**src/rtl/chaos_mixer_n_if.sv**
```systemverilog
// Stream bundle for chaos_mixer_n: sample-set input handshake and key-word output handshake.
// The master side drives samples and consumes words; the slave side is the mixer.
interface chaos_mixer_n_if #(
    parameter int W = 23,
    parameter int N = 3
);
    logic           in_valid;
    logic           in_ready;
    logic           mode;
    logic [N*W-1:0] ex;
    logic           out_valid;
    logic           out_ready;
    logic [W-1:0]   out_data;
    logic           out_last;
    logic [15:0]    word_cnt;

    modport master (
        output in_valid, mode, ex, out_ready,
        input  in_ready, out_valid, out_data, out_last, word_cnt
    );

    modport slave (
        input  in_valid, mode, ex, out_ready,
        output in_ready, out_valid, out_data, out_last, word_cnt
    );
endinterface

```
**src/rtl/chaos_mixer_n.sv**
```systemverilog
// Chaos mixer: conditions N chaotic channel samples, folds them by XOR or modular sum,
// and emits framed key words through a two-stage valid/ready pipeline.
module chaos_mixer_n #(
    parameter int         W         = 23,
    parameter int         N         = 3,
    parameter logic [7:0] MASK      = 8'hFF,
    parameter int         FRAME_LEN = 256
) (
    input logic             clk,
    input logic             rst,
    input logic             sclr,
    chaos_mixer_n_if.slave  bus
);
    localparam logic [W-1:0] MASK_W   = W'(MASK);
    localparam logic [15:0]  LAST_IDX = 16'(FRAME_LEN - 1);

    logic         s1_valid;
    logic         s1_mode;
    logic [W-1:0] s1_d [N];
    logic [W-1:0] d_in [N];
    logic [W-1:0] fold;
    logic         s2_adv;
    logic         accept;
    logic         out_valid_r;
    logic [W-1:0] out_data_r;
    logic [15:0]  word_cnt_r;

    always_comb begin
        d_in = '{default: '0};
        for (int unsigned i = 0; i < N; i++) begin
            d_in[i] = (bus.ex[i*W +: W] - (bus.ex[i*W +: W] ^ MASK_W)) & bus.ex[i*W +: W];
        end
    end

    always_comb begin
        fold = '0;
        for (int unsigned i = 0; i < N; i++) begin
            fold = s1_mode ? (fold + s1_d[i]) : (fold ^ s1_d[i]);
        end
    end

    // in_ready is gated by rst/sclr so nothing is accepted while the pipeline is being flushed
    assign s2_adv       = !out_valid_r || bus.out_ready;
    assign bus.in_ready = !rst && !sclr && (!s1_valid || s2_adv);
    assign accept       = bus.in_ready && bus.in_valid;

    assign bus.out_valid = out_valid_r;
    assign bus.out_data  = out_data_r;
    assign bus.word_cnt  = word_cnt_r;
    assign bus.out_last  = out_valid_r && (word_cnt_r == LAST_IDX);

    always_ff @(posedge clk) begin
        if (accept) begin
            s1_d    <= d_in;
            s1_mode <= bus.mode;
        end
    end

    always_ff @(posedge clk or posedge rst) begin
        if (rst) begin
            s1_valid    <= 1'b0;
            out_valid_r <= 1'b0;
            out_data_r  <= '0;
            word_cnt_r  <= '0;
        end else if (sclr) begin
            s1_valid    <= 1'b0;
            out_valid_r <= 1'b0;
            word_cnt_r  <= '0;
        end else begin
            if (out_valid_r && bus.out_ready) begin
                word_cnt_r <= (word_cnt_r == LAST_IDX) ? '0 : word_cnt_r + 16'd1;
            end
            if (s2_adv) begin
                out_valid_r <= s1_valid;
                if (s1_valid) begin
                    out_data_r <= fold;
                end
            end
            if (bus.in_ready) begin
                s1_valid <= bus.in_valid;
            end
        end
    end
endmodule

```
**src/flat_wrapper.sv**
```systemverilog
// flat-port wrapper written by rule: the top's interface ports become plain ports
module chaos_mixer_n_flat 
#(
    parameter int         W         = 23,
    parameter int         N         = 3,
    parameter logic [7:0] MASK      = 8'hFF,
    parameter int         FRAME_LEN = 256
)
  (clk, rst, sclr, bus_in_valid, bus_mode, bus_ex, bus_out_ready, bus_in_ready, bus_out_valid, bus_out_data, bus_out_last, bus_word_cnt);
  chaos_mixer_n_if #(.W(W), .N(N)) bus_i ();
  input logic clk;
  input logic rst;
  input logic sclr;
  input wire logic [$bits(bus_i.in_valid)-1:0] bus_in_valid;
  input wire logic [$bits(bus_i.mode)-1:0] bus_mode;
  input wire logic [$bits(bus_i.ex)-1:0] bus_ex;
  input wire logic [$bits(bus_i.out_ready)-1:0] bus_out_ready;
  output wire logic [$bits(bus_i.in_ready)-1:0] bus_in_ready;
  output wire logic [$bits(bus_i.out_valid)-1:0] bus_out_valid;
  output wire logic [$bits(bus_i.out_data)-1:0] bus_out_data;
  output wire logic [$bits(bus_i.out_last)-1:0] bus_out_last;
  output wire logic [$bits(bus_i.word_cnt)-1:0] bus_word_cnt;
  assign bus_i.in_valid = bus_in_valid;
  assign bus_i.mode = bus_mode;
  assign bus_i.ex = bus_ex;
  assign bus_i.out_ready = bus_out_ready;
  assign bus_in_ready = bus_i.in_ready;
  assign bus_out_valid = bus_i.out_valid;
  assign bus_out_data = bus_i.out_data;
  assign bus_out_last = bus_i.out_last;
  assign bus_word_cnt = bus_i.word_cnt;
  chaos_mixer_n #(.W(W), .N(N), .MASK(MASK), .FRAME_LEN(FRAME_LEN)) u_core (.clk(clk), .rst(rst), .sclr(sclr), .bus(bus_i));
endmodule
```
**config.mk**
```make
export PLATFORM = sky130hd
export DESIGN_NAME = chaos_mixer_n_flat
export DESIGN_NICKNAME = d
export VERILOG_FILES = /design/src/rtl/chaos_mixer_n_if.sv /design/src/rtl/chaos_mixer_n.sv /design/src/flat_wrapper.sv
export SDC_FILE = /design/constraint.sdc
export NUM_CORES = 1
export LEC_CHECK = 0
export ABC_CLOCK_PERIOD_IN_PS = 6100
export CORE_MARGIN = 5
export CORE_UTILIZATION = 55
export DETAILED_ROUTE_END_ITERATION = 10
export PLACE_DENSITY = 0.93
export SLEW_MARGIN = 20
export SYNTH_ARGS = -nofsm -noshare
export SYNTH_HDL_FRONTEND = slang
export SYNTH_SLANG_ARGS = --single-unit
```
**constraint.sdc**
```tcl
create_clock -name clk -period 6.1 [get_ports clk]
set_clock_uncertainty 0.05 [all_clocks]
set_input_delay 1.22 -clock clk [delete_from_list [all_inputs] [get_ports clk]]
set_output_delay 1.22 -clock clk [all_outputs]
set_load 0.01 [all_outputs]
```
==> summary.txt <==
Floorplanning
  • I/O pins: around 120
  • Die Area: ~0.014 mm^2
  • Initial Utilization: about 57%
  • Row count: 39
  • Die H: 119 um
  • Core area: 0.0116 mm^2
  • Die width: around 120 um

Critical path
  • Reg2reg end: u_core.bus.out_data[21]
  • CP cell instances: clkdlybuf4s50_1 > a211oi_1 > clkdlybuf4s50_1
  • Reg2reg start: u_core.s1_d[24]
  • Slowest cell delay on critical path: between 700 and 800 ps
  • Critical path endpoint category: primary output
  • Flop-to-flop setup slack: 1730 ps
  • WP data required: slightly below 5000 ps
  • Kind of critical path: input pin to primary output
  • Critical Path Start Type: input pin
  • CP max FO: 19
  • CP dominant cell by count: clkdlybuf4s50_1
  • Worst Path Arrival: ~3100 ps
  • Slowest-stage cell, CP: clkdlybuf4s50_1
  • Reg2Reg Depth: 17

Placement
  • Hpwl dp: 11400 um
  • Area after DPL: 0.00785 mm^2
  • Placed Cells: 888
  • Gpl congestion: 0.861
  • IO buf count: 116

Route
  • Vias per cell: 5.82
  • Routed via count: approximately 5300
  • # DRC: 0
  • Average wire per standard cell: ~17 um
  • ANT nets after route: 0
  • DR pass1 iterations: 5
  • 1st-iter DRT viols: between 400 and 500
  • Detailed Route WL: between 10000 and 15000 um

Global routing
  • Initial antenna violation count: 0
  • First-pass GRT wire length: 25300 um
  • Overflow after GRT: 0
  • Vias in the first global route: about 5300
  • Tot GR Track Use: a little over a fifth
  • Pin count of the biggest net entering global routing: 48

Synth
  • Most frequent cell after synthesis: edfxtp_1
  • Post-synth top area cell: edfxtp_1
  • Synth top area share: ~32%
  • Post-Synthesis Cell Area: around 0.0066 mm^2
  • Dominant synthesized flop cell: edfxtp_1
  • Syn_nets: around 770
  • Flops & latches, synth: approximately 110
  • Ys async rst share: 36.9%
  • Cells after Synth: 644
  • Sequential fraction of the synthesis area: 47.7%
  • Number of enable flip-flop cells after synthesis: 70
  • Synth cell types: 55
  • Commonest cells in the netlist: edfxtp_1, nand2_1, nor2b_1
  • Avg Cell Area, Syn: just over 10 um^2
  • Synth area leaders: edfxtp_1, dfrtp_1, ha_1
  • Ys Warns: 0

Worst hold path
  • Worst min-delay path class: flip-flop to flip-flop
  • Hold endpoint: u_core.bus.out_data[0]
  • Hold path start: u_core.bus.out_data[0]
  • Hold path depth: 2

Pwr
  • IR Drop Worst-Case VDD: between 0.15 and 0.2 mV
  • Leak: between 3 and 4 nW
  • Power Dens Cells: 263 mW/mm^2

Clocking
  • Max clock buf depth: 2
  • Post-cts repair resize count: 0
  • H-tree depth: 3
  • Cts hold-fix bufs: 0
  • TritonCTS clock tree: yes
  • Setup Fix Bufs, Post-CTS: 0
  • Worst-path clk slew: about 70 ps
  • Clock Sinks: ~110
  • Clock Latency Late Sink: about 350 ps
  • Clock tree root buffer cell: clkbuf_16
  • Num CTS Buffers: 9

Job
  • Maxcap violations: 0

Timing
  • Max Freq: around 230 MHz
  • Post-layout minimum cycle time: around 4400 ps
  • Max-slew headroom: 54.3%
  • RSZ-0062 raised after global routing: no
  • Final period util: 72.2%
  • Setup TNS Final: 0 ps
  • Setup violators final: 0
  • Worst-Margin Slew: a little under 700 ps
  • Fin. Hold Viols: 0
  • Max-slew violations: 0
  • Minimum hold slack: 428 ps

Final layout
  • Final core utilization: a little over two thirds
  • Nets: 881
  • Diode count: 0
  • P&R area growth vs syn: 23.9%
  • Share of cells above drive strength 1: 4.34%
  • Final Non-Filler Cells: 904
  • Design Area, Final: just over 0.008 mm^2

Run status
  • Status: completed
==> sequential cells by signal (all words and copies together), names as in the netlist <==
signal / flops
u_core.s1_valid: 1
u_core.s1_d: 69
u_core.bus.out_data: 23
u_core.bus.out_valid: 1
u_core.bus.word_cnt: 16
u_core.s1_mode: 1
==> metal layers <==
| layer | vias to the layer above | GRT usage (%) | share of wire [%] |
|---|---|---|---|
| li1 | 2549 | - | - |
| met2 | 207 | 36.5 | 47 |
| met4 | 0 | 7.60 | 1.9 |
| met3 | 24 | 3.79 | 6.0 |
| met5 | - | 0 | 0 |
| met1 | 2479 | 28.8 | 45 |
==> where the power goes <==
part / total (W) / leakage [nW] / switching, W / internal [W]
clock: 0.000541 / 0.127 / 0.000262 / 0.000280
sequential: 0.000934 / 1.12 / 0.0000494 / 0.000885
combinational: 0.000662 / 1.85 / 0.000333 / 0.000329
total: 0.00214 / 3.10 / 0.000645 / 0.00149
==> worst max-delay path, delay by kind of cell <==
kind | cells | cell delay, ps
buffers and inverters | 2 | 1380
AO/OA/AOI/OAI | 1 | 530
==> through the flow <==
| stage | worst slack [ps] | power, W |
|---|---|---|
| after global routing | 1260 | 0.00225 |
| after floorplan | 2010 | 0.00133 |
| after CTS | 1650 | 0.00214 |
| after detailed placement | 1660 | 0.00160 |
| final | 1700 | 0.00214 |
| after global placement | 1760 | 0.00157 |
==> worst max path at each step <==
stage,end,slack [ps],start
5_1_grt,u_core.bus.out_data[22],1260,u_core.s1_d[23]
3_5_place_dp,bus_in_ready,1660,sclr
2_1_floorplan,u_core.s1_d[0],2010,sclr
3_3_place_gp,bus_in_ready,1760,sclr
6_report,bus_in_ready,1700,sclr
4_1_cts,bus_in_ready,1650,sclr
==> final cells by class <==
type                       instances  area [um^2]
clock buffer                      12          236
clock inverter                     4         31.3
fill                             803         3440
inverter                          10         37.5
multi-input combinational        504         3320
sequential                       111         3130
tap                              143          179
timing repair buffer             120         1190
==> cells by family (layout without fill, tap and decap cells) <==
group           after synthesis  after routing  share of synthesized area (%)
simple gates                240            240                           18.9
compound gates              167            167                           15.5
flops                       111            111                           47.7
fa+ha+maj                    50             50                           9.77
xor+xnor                     44             44                           5.88
buf+inv                      29            146                           1.68
mux                           3              3                          0.496
==> cells in the final DEF, fill, tap and decap left out, types with 5 or more instances in the layout <==
| cell type | instances |
|---|---|
| clkbuf_16 | 9 |
| o21ai_0 | 53 |
| a211oi_1 | 5 |
| a21o_1 | 13 |
| and2_1 | 23 |
| nand4_1 | 6 |
| a21oi_1 | 50 |
| o21ai_1 | 7 |
| a31oi_1 | 6 |
| nand3_1 | 15 |
| inv_1 | 9 |
| dfrtp_1 | 41 |
| and3_1 | 10 |
| xnor2_1 | 29 |
| nor2_1 | 40 |
| edfxtp_1 | 70 |
| nor2b_1 | 56 |
| clkdlybuf4s50_1 | 116 |
| nand2_1 | 62 |
| ha_1 | 48 |
| xor2_1 | 15 |
No activity file was read; power rests on OpenSTA's default activity.
